$ cat src/rtl/connect_four_pkg.sv
// Shared board constants and display-scanner state encoding for the connect-four datapath.
// Pure definitions: no logic, no timing.
package connect_four_pkg;

    typedef logic [1:0] cell_t;

    localparam cell_t EMPTY   = 2'b00;
    localparam cell_t PLAYER1 = 2'b01;
    localparam cell_t PLAYER2 = 2'b10;

    localparam int ROWS = 8;
    localparam int COLS = 8;

    localparam logic [1:0] ST_FETCH = 2'd0;
    localparam logic [1:0] ST_SHIFT = 2'd1;
    localparam logic [1:0] ST_LATCH = 2'd2;
    localparam logic [1:0] ST_HOLD  = 2'd3;

endpackage

$ cat src/rtl/board_display_scanner_if.sv
// Board read port, player/cursor status and LED-matrix drive signals of the display scanner.
// Master = scanner, slave = game core plus external shift-register chain.
interface board_display_scanner_if;
    import connect_four_pkg::*;

    logic [2:0] row_read;
    logic [2:0] col_read;
    cell_t      cell_data;
    logic [2:0] cursor_col;
    cell_t      cursor_player;
    logic       game_over;

    logic       sr_data_r;
    logic       sr_data_g;
    logic       sr_clk;
    logic       sr_latch;
    logic [7:0] row_en;
    logic       frame_done;

    modport master (
        output row_read, col_read, sr_data_r, sr_data_g, sr_clk, sr_latch, row_en, frame_done,
        input  cell_data, cursor_col, cursor_player, game_over
    );

    modport slave (
        input  row_read, col_read, sr_data_r, sr_data_g, sr_clk, sr_latch, row_en, frame_done,
        output cell_data, cursor_col, cursor_player, game_over
    );

endinterface

$ cat src/rtl/matrix_serializer.sv
// Shifts an 8-bit red/green word pair out LSB first on a divided shift clock.
// Busy for 16*CLK_DIV cycles after start_i; done_o marks the last busy cycle; no backpressure.
module matrix_serializer #(
    parameter int CLK_DIV = 2
) (
    input  logic       clk,
    input  logic       rst,
    input  logic       start_i,
    input  logic [7:0] red_i,
    input  logic [7:0] green_i,
    output logic       sr_data_r_o,
    output logic       sr_data_g_o,
    output logic       sr_clk_o,
    output logic       done_o
);

    localparam int DW = (CLK_DIV > 1) ? $clog2(CLK_DIV) : 1;

    logic          busy_q, busy_d;
    logic          phase_q, phase_d;
    logic [2:0]    bit_q, bit_d;
    logic [DW-1:0] div_q, div_d;
    logic [7:0]    red_q, red_d;
    logic [7:0]    green_q, green_d;
    logic          div_end;

    assign div_end = (div_q == DW'(CLK_DIV - 1));

    always_comb begin
        busy_d  = busy_q;
        phase_d = phase_q;
        bit_d   = bit_q;
        div_d   = div_q;
        red_d   = red_q;
        green_d = green_q;
        if (start_i) begin
            busy_d  = 1'b1;
            phase_d = 1'b0;
            bit_d   = 3'd0;
            div_d   = '0;
            red_d   = red_i;
            green_d = green_i;
        end else if (busy_q) begin
            if (div_end) begin
                div_d   = '0;
                phase_d = ~phase_q;
                // data only advances on the falling edge so it is stable across the rising one
                if (phase_q) begin
                    bit_d   = bit_q + 3'd1;
                    red_d   = red_q >> 1;
                    green_d = green_q >> 1;
                    if (bit_q == 3'd7) begin
                        busy_d = 1'b0;
                    end
                end
            end else begin
                div_d = div_q + 1'b1;
            end
        end
    end

    always_ff @(posedge clk or posedge rst) begin
        if (rst) begin
            busy_q  <= 1'b0;
            phase_q <= 1'b0;
            bit_q   <= 3'd0;
            div_q   <= '0;
            red_q   <= 8'd0;
            green_q <= 8'd0;
        end else begin
            busy_q  <= busy_d;
            phase_q <= phase_d;
            bit_q   <= bit_d;
            div_q   <= div_d;
            red_q   <= red_d;
            green_q <= green_d;
        end
    end

    assign sr_data_r_o = busy_q & red_q[0];
    assign sr_data_g_o = busy_q & green_q[0];
    assign sr_clk_o    = busy_q & phase_q;
    assign done_o      = busy_q & div_end & phase_q & (bit_q == 3'd7);

endmodule

$ cat src/rtl/board_display_scanner.sv
// Scans the game board row by row into red/green LED shift chains with cursor and game-over blink.
// Row period 8+READ_LAT + 16*CLK_DIV + 1 + HOLD_CYCLES cycles; free running, no backpressure.
module board_display_scanner
    import connect_four_pkg::*;
#(
    parameter int READ_LAT    = 1,
    parameter int CLK_DIV     = 2,
    parameter int HOLD_CYCLES = 64,
    parameter int BLINK_BITS  = 4
) (
    input  logic clk,
    input  logic rst,
    board_display_scanner_if.master bus
);

    localparam int FETCH_CYCLES = COLS + READ_LAT;
    localparam int CNT_MAX      = (HOLD_CYCLES > FETCH_CYCLES) ? HOLD_CYCLES : FETCH_CYCLES;
    localparam int CW           = $clog2(CNT_MAX + 1);

    logic [1:0]            state_q, state_d;
    logic [CW-1:0]         cnt_q, cnt_d;
    logic [2:0]            d_q, d_d;
    logic [BLINK_BITS-1:0] frame_q, frame_d;
    logic [7:0]            red_buf_q, red_buf_d;
    logic [7:0]            grn_buf_q, grn_buf_d;
    logic [2:0]            cur_col_q, cur_col_d;
    cell_t                 cur_ply_q, cur_ply_d;
    logic                  go_q, go_d;
    logic [7:0]            row_en_q, row_en_d;

    logic       ser_start;
    logic       ser_done;
    logic       blink;
    logic [2:0] cap_idx;
    logic [7:0] red_w, grn_w;

    assign blink   = frame_q[BLINK_BITS-1];
    assign cap_idx = 3'(cnt_q - CW'(READ_LAT));

    always_comb begin
        state_d   = state_q;
        cnt_d     = cnt_q;
        d_d       = d_q;
        frame_d   = frame_q;
        red_buf_d = red_buf_q;
        grn_buf_d = grn_buf_q;
        cur_col_d = cur_col_q;
        cur_ply_d = cur_ply_q;
        go_d      = go_q;
        row_en_d  = row_en_q;
        ser_start = 1'b0;
        case (state_q)
            ST_FETCH: begin
                if (cnt_q == '0) begin
                    cur_col_d = bus.cursor_col;
                    cur_ply_d = bus.cursor_player;
                    go_d      = bus.game_over;
                end
                if (cnt_q >= CW'(READ_LAT)) begin
                    red_buf_d[cap_idx] = (bus.cell_data == PLAYER1);
                    grn_buf_d[cap_idx] = (bus.cell_data == PLAYER2);
                end
                if (cnt_q == CW'(FETCH_CYCLES - 1)) begin
                    state_d   = ST_SHIFT;
                    cnt_d     = '0;
                    ser_start = 1'b1;
                end else begin
                    cnt_d = cnt_q + 1'b1;
                end
            end
            ST_SHIFT: begin
                if (ser_done) begin
                    state_d  = ST_LATCH;
                    row_en_d = 8'b1 << d_q;
                end
            end
            ST_LATCH: begin
                state_d = ST_HOLD;
                cnt_d   = '0;
                d_d     = d_q + 3'd1;
                if (d_q == 3'd7) begin
                    frame_d = frame_q + 1'b1;
                end
            end
            default: begin
                if (cnt_q == CW'(HOLD_CYCLES - 1)) begin
                    state_d = ST_FETCH;
                    cnt_d   = '0;
                end else begin
                    cnt_d = cnt_q + 1'b1;
                end
            end
        endcase
    end

    // Overlay reads the _d buffers so the cell captured on the final fetch cycle is included.
    always_comb begin
        red_w = red_buf_d;
        grn_w = grn_buf_d;
        if ((d_q == 3'd0) && blink && !red_w[cur_col_q] && !grn_w[cur_col_q]) begin
            red_w[cur_col_q] = (cur_ply_q == PLAYER1);
            grn_w[cur_col_q] = (cur_ply_q == PLAYER2);
        end
        if (go_q && !blink) begin
            red_w = 8'd0;
            grn_w = 8'd0;
        end
    end

    always_ff @(posedge clk or posedge rst) begin
        if (rst) begin
            state_q   <= ST_FETCH;
            cnt_q     <= '0;
            d_q       <= 3'd0;
            frame_q   <= '0;
            red_buf_q <= 8'd0;
            grn_buf_q <= 8'd0;
            cur_col_q <= 3'd0;
            cur_ply_q <= EMPTY;
            go_q      <= 1'b0;
            row_en_q  <= 8'd0;
        end else begin
            state_q   <= state_d;
            cnt_q     <= cnt_d;
            d_q       <= d_d;
            frame_q   <= frame_d;
            red_buf_q <= red_buf_d;
            grn_buf_q <= grn_buf_d;
            cur_col_q <= cur_col_d;
            cur_ply_q <= cur_ply_d;
            go_q      <= go_d;
            row_en_q  <= row_en_d;
        end
    end

    matrix_serializer #(
        .CLK_DIV (CLK_DIV)
    ) u_ser (
        .clk         (clk),
        .rst         (rst),
        .start_i     (ser_start),
        .red_i       (red_w),
        .green_i     (grn_w),
        .sr_data_r_o (bus.sr_data_r),
        .sr_data_g_o (bus.sr_data_g),
        .sr_clk_o    (bus.sr_clk),
        .done_o      (ser_done)
    );

    // The address must already be row 7 in the first post-reset cycle yet read 0 while in reset.
    assign bus.row_read   = rst ? 3'd0 : (3'(ROWS - 1) - d_q);
    assign bus.col_read   = ((state_q == ST_FETCH) && (cnt_q < CW'(COLS))) ? cnt_q[2:0] : 3'd0;
    assign bus.sr_latch   = (state_q == ST_LATCH);
    assign bus.frame_done = (state_q == ST_LATCH) && (d_q == 3'd7);
    assign bus.row_en     = row_en_q;

endmodule

$ cat src/flat_wrapper.sv
// flat-port wrapper written by rule: the top's interface ports become plain ports
module board_display_scanner_flat import connect_four_pkg::*;
#(
    parameter int READ_LAT    = 1,
    parameter int CLK_DIV     = 2,
    parameter int HOLD_CYCLES = 64,
    parameter int BLINK_BITS  = 4
)
  (clk, rst, bus_row_read, bus_col_read, bus_sr_data_r, bus_sr_data_g, bus_sr_clk, bus_sr_latch, bus_row_en, bus_frame_done, bus_cell_data, bus_cursor_col, bus_cursor_player, bus_game_over);
  board_display_scanner_if bus_i ();
  input  logic clk;
  input  logic rst;
  output wire logic [$bits(bus_i.row_read)-1:0] bus_row_read;
  output wire logic [$bits(bus_i.col_read)-1:0] bus_col_read;
  output wire logic [$bits(bus_i.sr_data_r)-1:0] bus_sr_data_r;
  output wire logic [$bits(bus_i.sr_data_g)-1:0] bus_sr_data_g;
  output wire logic [$bits(bus_i.sr_clk)-1:0] bus_sr_clk;
  output wire logic [$bits(bus_i.sr_latch)-1:0] bus_sr_latch;
  output wire logic [$bits(bus_i.row_en)-1:0] bus_row_en;
  output wire logic [$bits(bus_i.frame_done)-1:0] bus_frame_done;
  input wire logic [$bits(bus_i.cell_data)-1:0] bus_cell_data;
  input wire logic [$bits(bus_i.cursor_col)-1:0] bus_cursor_col;
  input wire logic [$bits(bus_i.cursor_player)-1:0] bus_cursor_player;
  input wire logic [$bits(bus_i.game_over)-1:0] bus_game_over;
  assign bus_row_read = bus_i.row_read;
  assign bus_col_read = bus_i.col_read;
  assign bus_sr_data_r = bus_i.sr_data_r;
  assign bus_sr_data_g = bus_i.sr_data_g;
  assign bus_sr_clk = bus_i.sr_clk;
  assign bus_sr_latch = bus_i.sr_latch;
  assign bus_row_en = bus_i.row_en;
  assign bus_frame_done = bus_i.frame_done;
  assign bus_i.cell_data = bus_cell_data;
  assign bus_i.cursor_col = bus_cursor_col;
  assign bus_i.cursor_player = bus_cursor_player;
  assign bus_i.game_over = bus_game_over;
  board_display_scanner #(.READ_LAT(READ_LAT), .CLK_DIV(CLK_DIV), .HOLD_CYCLES(HOLD_CYCLES), .BLINK_BITS(BLINK_BITS)) u_core (.clk(clk), .rst(rst), .bus(bus_i));
endmodule
$ cat config.mk
export PLATFORM = sky130hd
export DESIGN_NAME = board_display_scanner_flat
export DESIGN_NICKNAME = d
export VERILOG_FILES = /design/src/rtl/connect_four_pkg.sv /design/src/rtl/board_display_scanner_if.sv /design/src/rtl/matrix_serializer.sv /design/src/rtl/board_display_scanner.sv /design/src/flat_wrapper.sv
export SDC_FILE = /design/constraint.sdc
export NUM_CORES = 1
export LEC_CHECK = 0
export BUFFER_PORTS_ARGS = -buffer_cell sky130_fd_sc_hd__buf_2
export CAP_MARGIN = 20
export CORE_MARGIN = 3
export CORE_UTILIZATION = 55
export CTS_CLUSTER_SIZE = 25
export DETAILED_ROUTE_END_ITERATION = 10
export PLACE_DENSITY = 0.74
export SYNTH_ARGS = -nofsm -noshare
export SYNTH_HDL_FRONTEND = slang
export SYNTH_HIERARCHICAL = 1
export SYNTH_SLANG_ARGS = --single-unit
$ cat constraint.sdc
create_clock -name clk -period 8.61 [get_ports clk]
set_input_delay 0.4305 -clock clk [delete_from_list [all_inputs] [get_ports clk]]
set_output_delay 0.4305 -clock clk [all_outputs]
set_load 0.005 [all_outputs]
Word level (Yosys, flattened, before mapping)
Index checks and enable logic that the tools add are counted.
Storage, ports and cells
  bits in registers: 68
  bits in latches: 0
  bits in writable memories: 0
  memory bits (read-only): 0
  output and inout port bits: 19
  memories kept: 0
Operators by class
  add/sub/neg operators: 7
  multiply operators: 0
  div/mod/pow operators: 0
  order comparisons: 6
  eq/ne operators: 12
  shift operators: 1
  multiplexer cells: 54
  bitwise logic cells: 7
  reduce and logical (&&, ||, !) cells: 24
Operators by type and width (count)
  2-to-1 mux 8 bit: 16
  bitwise mux 8 bit: 4
  one-hot mux 7 bit (3 select lines): 1
  2-to-1 mux 3 bit: 6
  2-to-1 mux 1 bit: 17
  2-to-1 mux 7 bit: 2
  logical AND 1 bit: 8
  < comparator 3 x 4 -> 1 bit, second input constant: 2
  AND reduction 2 bit: 4
  << shifter 1 x 3 -> 8 bit, first input constant: 1
  adder 7 x 1 -> 7 bit, second input constant: 1
  == test 7 x 4 -> 1 bit, second input constant: 1
  == test 7 x 6 -> 1 bit, second input constant: 1
  >= comparator 7 x 1 -> 1 bit, second input constant: 1
  zero test 7 bit: 1
  < comparator 7 x 4 -> 1 bit, second input constant: 1
  adder 3 x 1 -> 3 bit, second input constant: 2
  AND 1 bit: 6
  binary-select mux 1 bit (select 3 bit): 2
  demux 1 bit (select 3 bit): 2
  == test 2 x 1 -> 1 bit, second input constant: 3
  == test 2 bit, second input constant: 3
  == test 3 bit, second input constant: 2
  >= comparator 3 x 1 -> 1 bit, second input constant: 2
  14 further kinds: 22

Logic depth before layout (Yosys ltp)
Gate-level depths: netlist (run 1).
  word-level depth: 16
  gate-level depth with buffers: 12
  gate-level depth less buffers: 10

Cells and area by module
Netlist (run 1), hierarchy kept.
By module, submodules not included
  board_display_scanner: instances 1, cells each 288, area an instance 2791.4 µm², seq. area each 1151.1 µm²
  matrix_serializer: instances 1, cells each 116, area an instance 1069.8 µm², seq. area each 550.5 µm²

Least setup slack after synthesis (run 1)
OpenSTA, ideal clock, no wires.
  path type: register -> register
  from: register u_core.cnt_q[0]
  to: register u_core.u_ser.red_q[1]
  setup time: 77 ps
  data arrival time: 2668 ps
  setup slack: 5865 ps
  cell stages (with the launch flop): 11
  period minus slack after synthesis: 2745 ps
  cells stage by stage: dfrtp_1 clkbuf_1 inv_1 ha_1 xor2_4 nor3_2 mux2_4 or4_4 o31ai_2 nor2b_1 a21oi_1
Between the ends
  cells in the longest elaborated chain, start to end: 16
  elaborated cells on any way between the ends: 32
RTL lines
  start: declaration: RTL line board_display_scanner.sv:21  | logic [CW-1:0] cnt_q, cnt_d;
  start signal: assignment: RTL line board_display_scanner.sv:124  | cnt_q <= cnt_d;
  subtractor 3 x 1 -> 3 bit: RTL line board_display_scanner.sv:38  | assign cap_idx = 3'(cnt_q - CW'(READ_LAT));
  < comparator 3 x 4 -> 1 bit (implied by the code) or >= comparator 3 x 1 -> 1 bit (tied branches): RTL line board_display_scanner.sv:60  | red_buf_d[cap_idx] = (bus.cell_data == PLAYER1);
  logical AND 1 bit (implied by the code): RTL line board_display_scanner.sv:60
  2-to-1 mux 1 bit (implied by the code): RTL line board_display_scanner.sv:60
  demux 1 bit (select 3 bit)
  bitwise mux 8 bit: RTL line board_display_scanner.sv:60
  2-to-1 mux 8 bit (*): RTL line board_display_scanner.sv:59  | if (cnt_q >= CW'(READ_LAT)) begin
  2-to-1 mux 8 bit (*): RTL line board_display_scanner.sv:52  | case (state_q)
  net u_core.red_buf_d[1]: RTL line board_display_scanner.sv:24  | logic [7:0] red_buf_q, red_buf_d;
  binary-select mux 1 bit (select 3 bit): RTL line board_display_scanner.sv:100  | if ((d_q == 3'd0) && blink && !red_w[cur_col_q] && !grn_w[cur_col_q]) begin
  2-to-1 mux 1 bit (implied by the code): RTL line board_display_scanner.sv:100
  zero test 1 bit: RTL line board_display_scanner.sv:100
  logical AND 1 bit (2 in a row): RTL line board_display_scanner.sv:100
  2-to-1 mux 8 bit (*): RTL line board_display_scanner.sv:100
  2-to-1 mux 8 bit (*): RTL line board_display_scanner.sv:104  | if (go_q && !blink) begin
  net u_core.red_w[1]: RTL line board_display_scanner.sv:35  | logic [7:0] red_w, grn_w;
  2-to-1 mux 8 bit (*): RTL line matrix_serializer.sv:36  | if (start_i) begin
  end signal: assignment: RTL line matrix_serializer.sv:75  | red_q <= red_d;
  end: declaration: RTL line matrix_serializer.sv:23  | logic [7:0] red_q, red_d;
Mark *: on every way through the listed nets, which the timed path passes. The rest lies on a longest branch. The select of a mux whose other input is x is not followed.
A chain may end at the register's enable or synchronous reset.

Worst setup path after layout (run 1)
  from: register u_core.cnt_q[0]
  to: register u_core.u_ser.green_q[3]
Between the ends
  cells in the longest elaborated chain, start to end: 16
  elaborated cells on any way between the ends: 32
RTL lines
  subtractor 3 x 1 -> 3 bit: RTL line board_display_scanner.sv:38
  < comparator 3 x 4 -> 1 bit (implied by the code) or >= comparator 3 x 1 -> 1 bit (tied branches): RTL line board_display_scanner.sv:60, board_display_scanner.sv:61
  logical AND 1 bit (implied by the code): RTL line board_display_scanner.sv:60, board_display_scanner.sv:61
  2-to-1 mux 1 bit (implied by the code): RTL line board_display_scanner.sv:60, board_display_scanner.sv:61
  demux 1 bit (select 3 bit)
  bitwise mux 8 bit: RTL line board_display_scanner.sv:60
  2-to-1 mux 8 bit: RTL line board_display_scanner.sv:59
  2-to-1 mux 8 bit: RTL line board_display_scanner.sv:52
  binary-select mux 1 bit (select 3 bit): RTL line board_display_scanner.sv:100
  2-to-1 mux 1 bit (implied by the code): RTL line board_display_scanner.sv:100
  zero test 1 bit: RTL line board_display_scanner.sv:100
  logical AND 1 bit (2 in a row): RTL line board_display_scanner.sv:100
  2-to-1 mux 8 bit (*): RTL line board_display_scanner.sv:100
  2-to-1 mux 8 bit (*): RTL line board_display_scanner.sv:104
  net u_core.grn_w[3]: RTL line board_display_scanner.sv:35
  2-to-1 mux 8 bit (*): RTL line matrix_serializer.sv:36
  end signal: assignment: RTL line matrix_serializer.sv:76  | green_q <= green_d;
  end: declaration: RTL line matrix_serializer.sv:24  | logic [7:0] green_q, green_d;
Marks and branches as above.

==> metrics.txt, run 1 <==
# TYPE chip_impl_metric gauge
chip_impl_info{name="layout.cells.most_common_list",value="68 x dfrtp_1, 58 x nand2_1, 39 x a21oi_1"} 1
chip_impl_metric{name="numPortBuffers",unit=""} 28
chip_impl_metric{name="chipHeight",unit="um"} 89.79
chip_impl_metric{name="synthDistinctLibCells",unit=""} 60
chip_impl_metric{name="insertedDiodeCount",unit=""} 0
chip_impl_metric{name="cts_hold_buffers",unit=""} 0
chip_impl_metric{name="synth-seq-cells",unit=""} 68
chip_impl_metric{name="postRouteAntennaNets",unit=""} 0
chip_impl_metric{name="grt_start_max_net_pins",unit=""} 40
chip_impl_metric{name="effective_utilization_at_floorplan",unit=""} 0.5879
chip_impl_metric{name="routed_met1_length",unit="um"} 3873
chip_impl_metric{name="setup-tns-final",unit="ns"} 0
chip_impl_metric{name="clock_buffer_count_from_cts",unit=""} 9
chip_impl_metric{name="fp-row-count",unit=""} 29
chip_impl_metric{name="finalWirelength",unit="um"} 8162
chip_impl_metric{name="synth.net_count",unit=""} 430
chip_impl_metric{name="synth_edf_count",unit=""} 0
chip_impl_metric{name="layout.filler_cells",unit=""} 574
chip_impl_info{name="result_of_the_run",value="finished clean"} 1
chip_impl_metric{name="number_of_post_cts_setup_repair_buffers",unit=""} 0
chip_impl_metric{name="multi_input_area",unit="um^2"} 1978
chip_impl_metric{name="dp_worst_setup_slack",unit="ns"} 5.634
chip_impl_metric{name="seq_area",unit="um^2"} 1702
chip_impl_metric{name="timing.critical_path.arrival",unit="ns"} 3.32
chip_impl_metric{name="vias",unit=""} 2972
chip_impl_metric{name="netlist_area",unit="um^2"} 3861
chip_impl_metric{name="worstMarginPinSlew",unit="ns"} 1.019
chip_impl_metric{name="postCtsResizedCells",unit=""} 0
chip_impl_info{name="yosys-top-cells-area",value="dfrtp_1 44%, nand2_1 5.6%, mux2_2 5.5%, ha_1 5.2%, a21oi_1 5.1%"} 1
chip_impl_metric{name="htree_levels",unit=""} 3
chip_impl_info{name="setup_repair_after_global_routing_missed_its_margin",value="no"} 1
chip_impl_metric{name="vdd.ir_drop.worst",unit="V"} 0.0001220
chip_impl_metric{name="reg2reg_depth",unit=""} 10
chip_impl_metric{name="count_of_unresolved_drc_violations_after_routing",unit=""} 0
chip_impl_metric{name="grt_overflow_total",unit=""} 0
chip_impl_metric{name="critical_path_peak_fanout",unit=""} 11
chip_impl_metric{name="route.met2.wl",unit="um"} 3854
chip_impl_metric{name="antenna_found_initial",unit=""} 0
chip_impl_info{name="top_layer_used",value="met4"} 1
chip_impl_metric{name="drv.max_cap_violation_count",unit=""} 0
chip_impl_info{name="setup.worst_path.end_class",value="register"} 1
chip_impl_metric{name="detailedRoute.firstPassIterationCount",unit=""} 4
chip_impl_metric{name="fin_crit_sh",unit=""} 0.3545
chip_impl_metric{name="die-area",unit="um^2"} 8061
chip_impl_metric{name="maxClockFrequency",unit="GHz"} 0.3276
chip_impl_info{name="worstSetupStartpointType",value="register"} 1
chip_impl_info{name="synth_area_leader",value="dfrtp_1"} 1
chip_impl_info{name="worst_r2r_endpoint",value="u_core/u_ser/green_q[3]$_DFFE_PP0P_"} 1
chip_impl_metric{name="place.detailed.hpwl",unit="um"} 5969
chip_impl_metric{name="period_minus_slack",unit="ns"} 3.052
chip_impl_info{name="crit_path_end",value="u_core/u_ser/green_q[3]$_DFFE_PP0P_"} 1
chip_impl_info{name="clock_tree.root_cell",value="clkbuf_8"} 1
chip_impl_metric{name="syn_inst",unit=""} 404
chip_impl_metric{name="power.density_cell_area",unit="nW/um^2"} 152.4
chip_impl_metric{name="timing.reg2reg.setup_slack",unit="ns"} 5.56
chip_impl_metric{name="route.detailed.vias_per_inst",unit=""} 5.693
chip_impl_metric{name="worst_clock_skew",unit="ns"} 0.008376
chip_impl_metric{name="clk_transition_reported_paths",unit="ns"} 0.07
chip_impl_metric{name="synth_top_area_frac",unit=""} 0.4407
chip_impl_info{name="holdCritPathClass",value="primary input to asynchronous set/reset pin"} 1
chip_impl_metric{name="die_w",unit="um"} 89.79
chip_impl_metric{name="hold_slack",unit="ns"} 0.2051
chip_impl_metric{name="syn2layout_area_growth",unit="%"} 10.01
chip_impl_metric{name="layout.nets",unit=""} 450
chip_impl_metric{name="grt_pass1_vias",unit=""} 2949
chip_impl_info{name="tritoncts",value="built"} 1
chip_impl_info{name="layout.cells.most_common",value="dfrtp_1"} 1
chip_impl_metric{name="cts_num_sinks",unit=""} 68
chip_impl_metric{name="wl_per_cell",unit="um"} 15.64
chip_impl_metric{name="core_area",unit="um^2"} 6568
chip_impl_metric{name="drt_iter0_markers",unit=""} 268
chip_impl_metric{name="detailroute.wirelength.met3",unit="um"} 348
chip_impl_metric{name="place.gp.congestion",unit=""} 0.9129
chip_impl_metric{name="timing.critical_path.required",unit="ns"} 8.88
chip_impl_info{name="worstSetupPathType",value="register to register"} 1
chip_impl_metric{name="setup_viol",unit=""} 0
chip_impl_metric{name="grt_util_all_layers",unit=""} 0.2158
chip_impl_metric{name="cts_max_path_buffers",unit=""} 2
chip_impl_metric{name="timing.max_slew.rel_slack",unit=""} 0.3194
chip_impl_metric{name="share_of_cells_above_drive_strength_1",unit=""} 0.1888
chip_impl_metric{name="synth.avg_cell_area",unit="um^2"} 9.557
chip_impl_metric{name="slew_viols_final",unit=""} 0
chip_impl_info{name="timing.critical_path.from",value="u_core/cnt_q[0]$_DFFE_PP0N_"} 1
chip_impl_metric{name="asr_flop_ratio_synth",unit=""} 1.000
chip_impl_metric{name="final_critical_path_setup_slack",unit="ns"} 5.558
chip_impl_metric{name="top_level_ports",unit=""} 29
chip_impl_metric{name="cellLeakagePower",unit="nW"} 2.019
chip_impl_metric{name="timing_hold_violations_final",unit=""} 0
chip_impl_metric{name="grt_first_pass_wirelength",unit="um"} 14370
chip_impl_info{name="yosys_most_used_dff",value="dfrtp_1"} 1
chip_impl_metric{name="yosys_warnings",unit=""} 6
chip_impl_metric{name="portion_of_the_post_synthesis_area_used_by_sequential_elements",unit=""} 0.4407
chip_impl_metric{name="clk-insertion-delay-late",unit="ns"} 0.34
chip_impl_info{name="worst_r2r_startpoint",value="u_core/cnt_q[0]$_DFFE_PP0N_"} 1
## metrics by stage
stage | cells | instance area [um^2] | power, mW | util
4_1_cts | 521 | 4220 | 0.6538 | 0.6426
6_report | 522 | 4248 | 0.6473 | 0.6468
2_1_floorplan | 404 | 3861 | 0.3557 | -
5_1_grt | 522 | 4248 | 0.6728 | 0.6468
3_5_place_dp | 505 | 4004 | 0.3671 | 0.6096
3_3_place_gp | 505 | 4004 | 0.3663 | 0.6096
## power by group
group          switching [mW]  total (mW)  internal, mW
Clock                   0.117       0.286         0.170
Combinational          0.0212      0.0322        0.0110
Sequential            0.00417       0.329         0.325
Total                   0.142       0.647         0.505
## metal layers
layer	up-vias	GRT usage
met1	1449	0.3074
met2	81	0.3352
met5	-	0
met3	8	0.04007
met4	0	0.07024
li1	1434	-
## worst max-delay path, stage by stage, from the launching register on
cell and delay, ns:
dfrtp_1 0.55, inv_1 0.16, ha_1 0.32, xnor2_2 0.38
nor2_1 0.15, o311a_2 0.41, nor4b_2 0.50, nand4_1 0.17
a21oi_1 0.19, nor2b_1 0.06, a21oi_1 0.10
## how the worst min path moves through the flow
stage,end,slack [ns],cells past startpoint
after detailed placement,u_core/bus.row_en[6]$_DFFE_PP0P_,0.46,2
after floorplan,u_core/u_ser/bit_q[0]$_DFFE_PP0P_,0.42,1
after global routing,u_core/d_q[0]$_DFFE_PP0P_,0.25,2
after CTS,u_core/d_q[0]$_DFFE_PP0P_,0.22,2
after global placement,u_core/bus.row_en[1]$_DFFE_PP0P_,0.46,2
final,u_core/d_q[0]$_DFFE_PP0P_,0.21,2
## area by class of cell
class | count | area share
Multi-Input combinational cell | 299 | 0.4657
Clock buffer | 11 | 0.03328
Tap cell | 93 | 0.02739
Clock inverter | 5 | 0.01767
Timing Repair Buffer | 30 | 0.04124
Sequential cell | 68 | 0.4006
Inverter | 16 | 0.01414
## cell usage after synthesis (9+ instances only)
library cell  instances
o21ai_0              16
dfrtp_1              68
nor2_1               29
a21oi_1              39
nor3_1               10
mux2_2               19
inv_1                16
nor2b_1              23
ha_1                 16
nand3_1               9
clkbuf_1             13
nand2_1              58
## sequential cells by signal, summed over array words and instances, names as in the netlist, 2 cells and up
name                  cells
u_core/bus.row_en         8
u_core/cnt_q              7
u_core/cur_col_q          3
u_core/cur_ply_q          2
u_core/d_q                3
u_core/frame_q            4
u_core/grn_buf_q          8
u_core/red_buf_q          8
u_core/state_q            2
u_core/u_ser/bit_q        3
u_core/u_ser/green_q      8
u_core/u_ser/red_q        8
## logic make-up after synthesis
group | count (synthesis) | synth area share
flops | 68 | 0.4407
xor+xnor | 12 | 0.03403
simple gates | 161 | 0.2142
compound gates | 84 | 0.1374
fa+ha+maj | 16 | 0.05185
mux | 26 | 0.07485
buf+inv | 37 | 0.04699
(Power assumes the default switching activity.)
==> run 2: changes to the inputs <==
clock period = 3.1 ns   (was 8.61 ns; I/O delays follow)
==> metrics.txt, run 2 (synthesis gave the netlist of run 1 again) <==
# TYPE chip_impl_metric gauge
chip_impl_metric{name="cellLeakagePower",unit="nW"} 2.038
chip_impl_metric{name="postRouteAntennaNets",unit=""} 0
chip_impl_metric{name="drt_iter0_markers",unit=""} 197
chip_impl_metric{name="number_of_post_cts_setup_repair_buffers",unit=""} 0
chip_impl_metric{name="die_w",unit="um"} 89.79
chip_impl_metric{name="grt_overflow_total",unit=""} 0
chip_impl_metric{name="route.met2.wl",unit="um"} 3830
chip_impl_metric{name="cts_num_sinks",unit=""} 68
chip_impl_metric{name="place.detailed.hpwl",unit="um"} 5928
chip_impl_metric{name="setup-tns-final",unit="ns"} 0
chip_impl_info{name="holdCritPathClass",value="primary input to register"} 1
chip_impl_info{name="worstSetupStartpointType",value="register"} 1
chip_impl_metric{name="clk_transition_reported_paths",unit="ns"} 0.08
chip_impl_info{name="tritoncts",value="built"} 1
chip_impl_metric{name="htree_levels",unit=""} 3
chip_impl_metric{name="drv.max_cap_violation_count",unit=""} 0
chip_impl_metric{name="worst_clock_skew",unit="ns"} 0.01188
chip_impl_metric{name="route.detailed.vias_per_inst",unit=""} 5.595
chip_impl_metric{name="maxClockFrequency",unit="GHz"} 0.3538
chip_impl_metric{name="layout.nets",unit=""} 457
chip_impl_metric{name="chipHeight",unit="um"} 89.79
chip_impl_info{name="setup.worst_path.end_class",value="register"} 1
chip_impl_metric{name="grt_first_pass_wirelength",unit="um"} 13900
chip_impl_metric{name="insertedDiodeCount",unit=""} 0
chip_impl_info{name="clock_tree.root_cell",value="clkbuf_8"} 1
chip_impl_metric{name="cts_max_path_buffers",unit=""} 2
chip_impl_metric{name="timing.critical_path.required",unit="ns"} 3.37
chip_impl_metric{name="effective_utilization_at_floorplan",unit=""} 0.5879
chip_impl_metric{name="placement.cell_area",unit="um^2"} 4056
chip_impl_metric{name="antenna_found_initial",unit=""} 0
chip_impl_info{name="top_layer_used",value="met4"} 1
chip_impl_metric{name="wl_per_cell",unit="um"} 15.41
chip_impl_metric{name="timing.critical_path.arrival",unit="ns"} 3.09
chip_impl_metric{name="timing_hold_violations_final",unit=""} 0
chip_impl_metric{name="critical_path_peak_fanout",unit=""} 5
chip_impl_metric{name="finalWirelength",unit="um"} 8152
chip_impl_metric{name="count_of_unresolved_drc_violations_after_routing",unit=""} 0
chip_impl_metric{name="layout.filler_cells",unit=""} 543
chip_impl_info{name="result_of_the_run",value="finished clean"} 1
chip_impl_metric{name="slew_viols_final",unit=""} 0
chip_impl_metric{name="postCtsResizedCells",unit=""} 0
chip_impl_metric{name="postLayoutCellArea",unit="um^2"} 4292
chip_impl_info{name="layout.cells.most_common_list",value="68 x dfrtp_1, 58 x nand2_1, 39 x a21oi_1"} 1
chip_impl_metric{name="clk-insertion-delay-late",unit="ns"} 0.34
chip_impl_metric{name="fin_crit_sh",unit=""} 0.9118
chip_impl_metric{name="numPortBuffers",unit=""} 28
chip_impl_metric{name="die-area",unit="um^2"} 8061
chip_impl_info{name="worstSetupPathType",value="register to register"} 1
chip_impl_metric{name="power.density_cell_area",unit="nW/um^2"} 425.4
chip_impl_metric{name="timing.max_slew.rel_slack",unit=""} 0.3885
chip_impl_metric{name="clock_buffer_count_from_cts",unit=""} 9
chip_impl_metric{name="top_level_ports",unit=""} 29
chip_impl_metric{name="fp-row-count",unit=""} 29
chip_impl_metric{name="grt_pass1_vias",unit=""} 2842
chip_impl_metric{name="grt_util_all_layers",unit=""} 0.2097
chip_impl_metric{name="share_of_cells_above_drive_strength_1",unit=""} 0.2018
chip_impl_metric{name="detailroute.wirelength.met3",unit="um"} 347
chip_impl_metric{name="setup_viol",unit=""} 0
chip_impl_metric{name="vdd.ir_drop.worst",unit="V"} 0.0004008
chip_impl_metric{name="core_area",unit="um^2"} 6568
chip_impl_metric{name="period_minus_slack",unit="ns"} 2.827
chip_impl_metric{name="detailedRoute.firstPassIterationCount",unit=""} 5
chip_impl_metric{name="place.gp.congestion",unit=""} 0.9555
chip_impl_metric{name="routed_met1_length",unit="um"} 3890
chip_impl_metric{name="vias",unit=""} 2960
chip_impl_metric{name="worstMarginPinSlew",unit="ns"} 0.9163
chip_impl_metric{name="syn2layout_area_growth",unit="%"} 11.15
chip_impl_info{name="setup_repair_after_global_routing_missed_its_margin",value="no"} 1
chip_impl_metric{name="grt_start_max_net_pins",unit=""} 39
chip_impl_info{name="layout.cells.most_common",value="dfrtp_1"} 1
[run 2: changes by cell type in the layout (fill, tap and decap cells not counted)]
cell and change:
clkinvlp_4 +3, dlygate4sd3_1 +1, clkinv_2 -2, clkbuf_1 -1
buf_4 +7, buf_16 -1
[run 2: area by class of cell]
type | instances | area (um^2) | area share
inverter | 16 | 60.06 | 0.01399
multi-input combinational | 299 | 1978 | 0.4609
clock inverter | 6 | 87.58 | 0.02041
clock buffer | 10 | 137.6 | 0.03207
tap | 93 | 116.4 | 0.02711
timing repair buffer | 37 | 210.2 | 0.04898
sequential | 68 | 1702 | 0.3965
[run 2: worst max-delay path, stage by stage, from the launching register on]
cell and delay (ns):
dfrtp_1 0.43, inv_1 0.11, ha_1 0.34, nand3b_1 0.25, o311ai_1 0.39, o2111ai_2 0.22, nor4b_2 0.52, nand4_1 0.16
a21oi_1 0.17, nor2b_1 0.06, a21oi_1 0.10
[run 2: timing repair]
| action | CTS | global route |
|---|---|---|
| hold endpoints to repair | 22 | 0 |
| endpoints found under the setup margin | 0 | 0 |
| hold buffers | 1 | 0 |
[run 2: power by group]
part           leakage [nW]  total (mW)  internal [mW]  switching (mW)
Clock                 0.105       0.820          0.473           0.347
Sequential            0.885       0.912          0.901          0.0115
Combinational          1.05      0.0928         0.0336          0.0592
Total                  2.04        1.83           1.41           0.418
[run 2: layer usage]
layer	vias up	global-route usage
li1	1455	-
met5	-	0
met4	0	0.04725
met3	10	0.04758
met1	1426	0.2990
met2	69	0.3289
[run 2: final timing paths]
kind	cells past startpoint	slack (ns)	start	to
max reg2reg	10	0.27	u_core/cnt_q[1]$_DFFE_PP0N_	u_core/u_ser/green_q[3]$_DFFE_PP0P_
min in group asynchronous	3	0.48	rst	u_core/d_q[1]$_DFFE_PP0P_
max	10	0.27	u_core/cnt_q[1]$_DFFE_PP0N_	u_core/u_ser/green_q[3]$_DFFE_PP0P_
min	2	0.04	bus_cursor_player[0]	u_core/cur_ply_q[0]$_DFFE_PP0P_
max in group asynchronous	4	1.86	rst	u_core/red_buf_q[0]$_DFF_PP0_
min reg2reg	2	0.48	u_core/bus.row_en[2]$_DFFE_PP0P_	u_core/bus.row_en[2]$_DFFE_PP0P_
[run 2: stage by stage]
stage / utilization / hold WS, ns / std cells / setup WS [ns] / power [mW]
final: 0.6535 / 0.04071 / 529 / 0.2735 / 1.826
after global routing: 0.6535 / 0.03924 / 529 / 0.002702 / 1.902
after CTS: 0.6535 / 0.03399 / 529 / 0.3291 / 1.840
after detailed placement: 0.6176 / 0.2952 / 512 / 0.3671 / 1.021
after global placement: 0.6176 / 0.2774 / 512 / 0.4836 / 1.021
after floorplan: - / 0.1442 / 404 / 0.3546 / 0.9879
==> run 3: changes to the inputs <==
BUFFER_PORTS_ARGS = -buffer_cell sky130_fd_sc_hd__buf_4   (was -buffer_cell sky130_fd_sc_hd__buf_2)
==> metrics.txt, run 3 (synthesis gave the netlist of run 1 again) <==
# TYPE chip_impl_metric gauge
chip_impl_info{name="worstSetupPathType",value="register to register"} 1
chip_impl_metric{name="grt_first_pass_wirelength",unit="um"} 13770
chip_impl_metric{name="grt_pass1_vias",unit=""} 2871
chip_impl_metric{name="finalWirelength",unit="um"} 8133
chip_impl_metric{name="timing.critical_path.required",unit="ns"} 3.36
chip_impl_metric{name="multi_input_area",unit="um^2"} 1978
chip_impl_metric{name="fp-row-count",unit=""} 29
chip_impl_info{name="worstHoldStart",value="bus_cursor_player[0]"} 1
chip_impl_metric{name="core_area",unit="um^2"} 6568
chip_impl_metric{name="timing.critical_path.arrival",unit="ns"} 3.06
chip_impl_info{name="tritoncts",value="built"} 1
chip_impl_info{name="worstSetupStartpointType",value="register"} 1
chip_impl_metric{name="setup-tns-final",unit="ns"} 0
chip_impl_metric{name="layout.filler_cells",unit=""} 558
chip_impl_metric{name="cellLeakagePower",unit="nW"} 2.028
chip_impl_info{name="setup.worst_path.end_class",value="register"} 1
chip_impl_metric{name="power.density_cell_area",unit="nW/um^2"} 384.6
chip_impl_metric{name="seq_area",unit="um^2"} 1702
chip_impl_metric{name="numPortBuffers",unit=""} 28
chip_impl_metric{name="vias",unit=""} 2966
chip_impl_info{name="setup_repair_after_global_routing_missed_its_margin",value="no"} 1
chip_impl_info{name="crit_slowest_cell",value="nor4b_2"} 1
chip_impl_metric{name="antenna_found_initial",unit=""} 0
chip_impl_metric{name="maxClockFrequency",unit="GHz"} 0.3581
chip_impl_info{name="timing.critical_path.from",value="u_core/cnt_q[1]$_DFFE_PP0N_"} 1
chip_impl_metric{name="place.detailed.hpwl",unit="um"} 5896
chip_impl_metric{name="vdd.ir_drop.worst",unit="V"} 0.0002201
chip_impl_info{name="holdCritPathClass",value="primary input to register"} 1
chip_impl_metric{name="insertedDiodeCount",unit=""} 0
chip_impl_metric{name="slew_viols_final",unit=""} 0
chip_impl_metric{name="hold_slack",unit="ns"} 0.04679
chip_impl_metric{name="clk-insertion-delay-late",unit="ns"} 0.34
chip_impl_metric{name="postCtsResizedCells",unit=""} 0
chip_impl_info{name="result_of_the_run",value="finished clean"} 1
chip_impl_metric{name="critical_path_peak_fanout",unit=""} 5
chip_impl_metric{name="period_minus_slack",unit="ns"} 2.792
chip_impl_info{name="clock_tree.root_cell",value="clkbuf_8"} 1
chip_impl_metric{name="cts_num_sinks",unit=""} 68
chip_impl_metric{name="chipHeight",unit="um"} 89.79
chip_impl_metric{name="postRouteAntennaNets",unit=""} 0
chip_impl_metric{name="cts_max_path_buffers",unit=""} 2
chip_impl_info{name="worst_r2r_startpoint",value="u_core/cnt_q[1]$_DFFE_PP0N_"} 1
chip_impl_metric{name="worst_clock_skew",unit="ns"} 0.01136
chip_impl_metric{name="share_of_cells_above_drive_strength_1",unit=""} 0.1935
chip_impl_metric{name="layout.nets",unit=""} 456
chip_impl_metric{name="htree_levels",unit=""} 3
chip_impl_metric{name="clk_transition_reported_paths",unit="ns"} 0.07
chip_impl_metric{name="timing.max_slew.rel_slack",unit=""} 0.3974
chip_impl_metric{name="clock_buffer_count_from_cts",unit=""} 9
chip_impl_metric{name="wl_per_cell",unit="um"} 15.43
chip_impl_metric{name="top_level_ports",unit=""} 29
chip_impl_info{name="critical_path.most_common_cell",value="a21oi_1"} 1
chip_impl_info{name="layout.cells.most_common",value="dfrtp_1"} 1
chip_impl_metric{name="place.gp.congestion",unit=""} 0.9615
chip_impl_metric{name="slowest_delay",unit="ns"} 0.50
chip_impl_metric{name="grt_start_max_net_pins",unit=""} 39
chip_impl_metric{name="detailedRoute.firstPassIterationCount",unit=""} 5
chip_impl_metric{name="die-area",unit="um^2"} 8061
chip_impl_metric{name="syn2layout_area_growth",unit="%"} 11.31
chip_impl_metric{name="die_w",unit="um"} 89.79
chip_impl_info{name="layout.cells.most_common_list",value="68 x dfrtp_1, 58 x nand2_1, 39 x a21oi_1"} 1
chip_impl_metric{name="finalCoreUtilization",unit=""} 0.6544
chip_impl_metric{name="count_of_unresolved_drc_violations_after_routing",unit=""} 0
chip_impl_metric{name="worstMarginPinSlew",unit="ns"} 0.9030
chip_impl_metric{name="effective_utilization_at_floorplan",unit=""} 0.5879
chip_impl_metric{name="grt_util_all_layers",unit=""} 0.2081
chip_impl_metric{name="timing_hold_violations_final",unit=""} 0
chip_impl_metric{name="drt_iter0_markers",unit=""} 274
chip_impl_metric{name="grt_overflow_total",unit=""} 0
chip_impl_info{name="cp_cell_sequence",value="inv_1 > ha_1 > nand3b_1 > o311ai_1 > o2111ai_2 > nor4b_2 > nand4_1 > a21oi_1 > nor2b_1 > a21oi_1"} 1
chip_impl_metric{name="route.detailed.vias_per_inst",unit=""} 5.628
chip_impl_metric{name="drv.max_cap_violation_count",unit=""} 0
chip_impl_metric{name="setup_viol",unit=""} 0
chip_impl_metric{name="fin_crit_sh",unit=""} 0.9007
[run 3: changes by cell type in the layout (fill, tap and decap cells not counted)]
cell        delta
clkbuf_8       +1
buf_4         +27
clkinvlp_4     -3
buf_2         -28
bufinv_16      -2
clkinv_2       +1
clkbuf_1       +2
[run 3: what timing repair did]
action	4_1_cts	5_1_grt
buffers inserted	0	0
hold buffers	1	0
hold endpoints to repair	23	0
[run 3: through the flow]
step / std cells / power (mW) / worst slack, ns / area, um^2
3_3_place_gp: 511 / 1.022 / 0.4335 / 4119
2_1_floorplan: 404 / 0.9879 / 0.3546 / 3861
5_1_grt: 527 / 1.713 / 0.04707 / 4298
4_1_cts: 527 / 1.667 / 0.2927 / 4298
3_5_place_dp: 511 / 1.023 / 0.3307 / 4119
6_report: 527 / 1.653 / 0.3077 / 4298
[run 3: path summary, 6_finish.rpt]
path                                                             to  slack, ns  cells after the start
worst max-delay path            u_core/u_ser/green_q[3]$_DFFE_PP0P_       0.31                     10
worst min-delay path                u_core/cur_ply_q[0]$_DFFE_PP0P_       0.05                      2
worst max register to register  u_core/u_ser/green_q[3]$_DFFE_PP0P_       0.31                     10
worst min register to register        u_core/frame_q[2]$_DFFE_PP0P_       0.48                      1
max in group asynchronous          u_core/bus.row_en[5]$_DFFE_PP0P_       1.87                      4
min in group asynchronous                 u_core/d_q[1]$_DFFE_PP0P_       0.50                      3
[run 3: report_power, final]
| part | internal [mW] | total (mW) | leakage (nW) | switching, mW |
|---|---|---|---|---|
| sequential | 0.902 | 0.913 | 0.885 | 0.0115 |
| combinational | 0.0361 | 0.0939 | 1.05 | 0.0579 |
| clock | 0.328 | 0.646 | 0.0893 | 0.318 |
| total | 1.27 | 1.65 | 2.03 | 0.388 |
[run 3: area by class of cell]
class	instances	share of cell area
Inverter	16	0.01397
Timing Repair Buffer	36	0.06346
Clock buffer	13	0.03697
Sequential cell	68	0.3959
Tap cell	93	0.02707
Clock inverter	2	0.002329
Multi-Input combinational cell	299	0.4603
[run 3: worst max-delay path: cells and delay by family (launching register included)]
| kind | cells | cell delay, ns |
|---|---|---|
| buffers and inverters | 1 | 0.11 |
| AO/OA/AOI/OAI | 4 | 0.88 |
| adder cells (fa/ha/maj) | 1 | 0.34 |
| flip-flops | 1 | 0.41 |
| AND/OR/NAND/NOR | 4 | 0.97 |
[run 3: routing by layer]
| metal | wire [um] | up-vias | GRT usage |
|---|---|---|---|
| li1 | - | 1443 | - |
| met3 | 354 | 15 | 0.03172 |
| met4 | 147 | 0 | 0.08301 |
| met5 | 0 | - | 0 |
| met1 | 3792 | 1424 | 0.2919 |
| met2 | 3838 | 84 | 0.3264 |
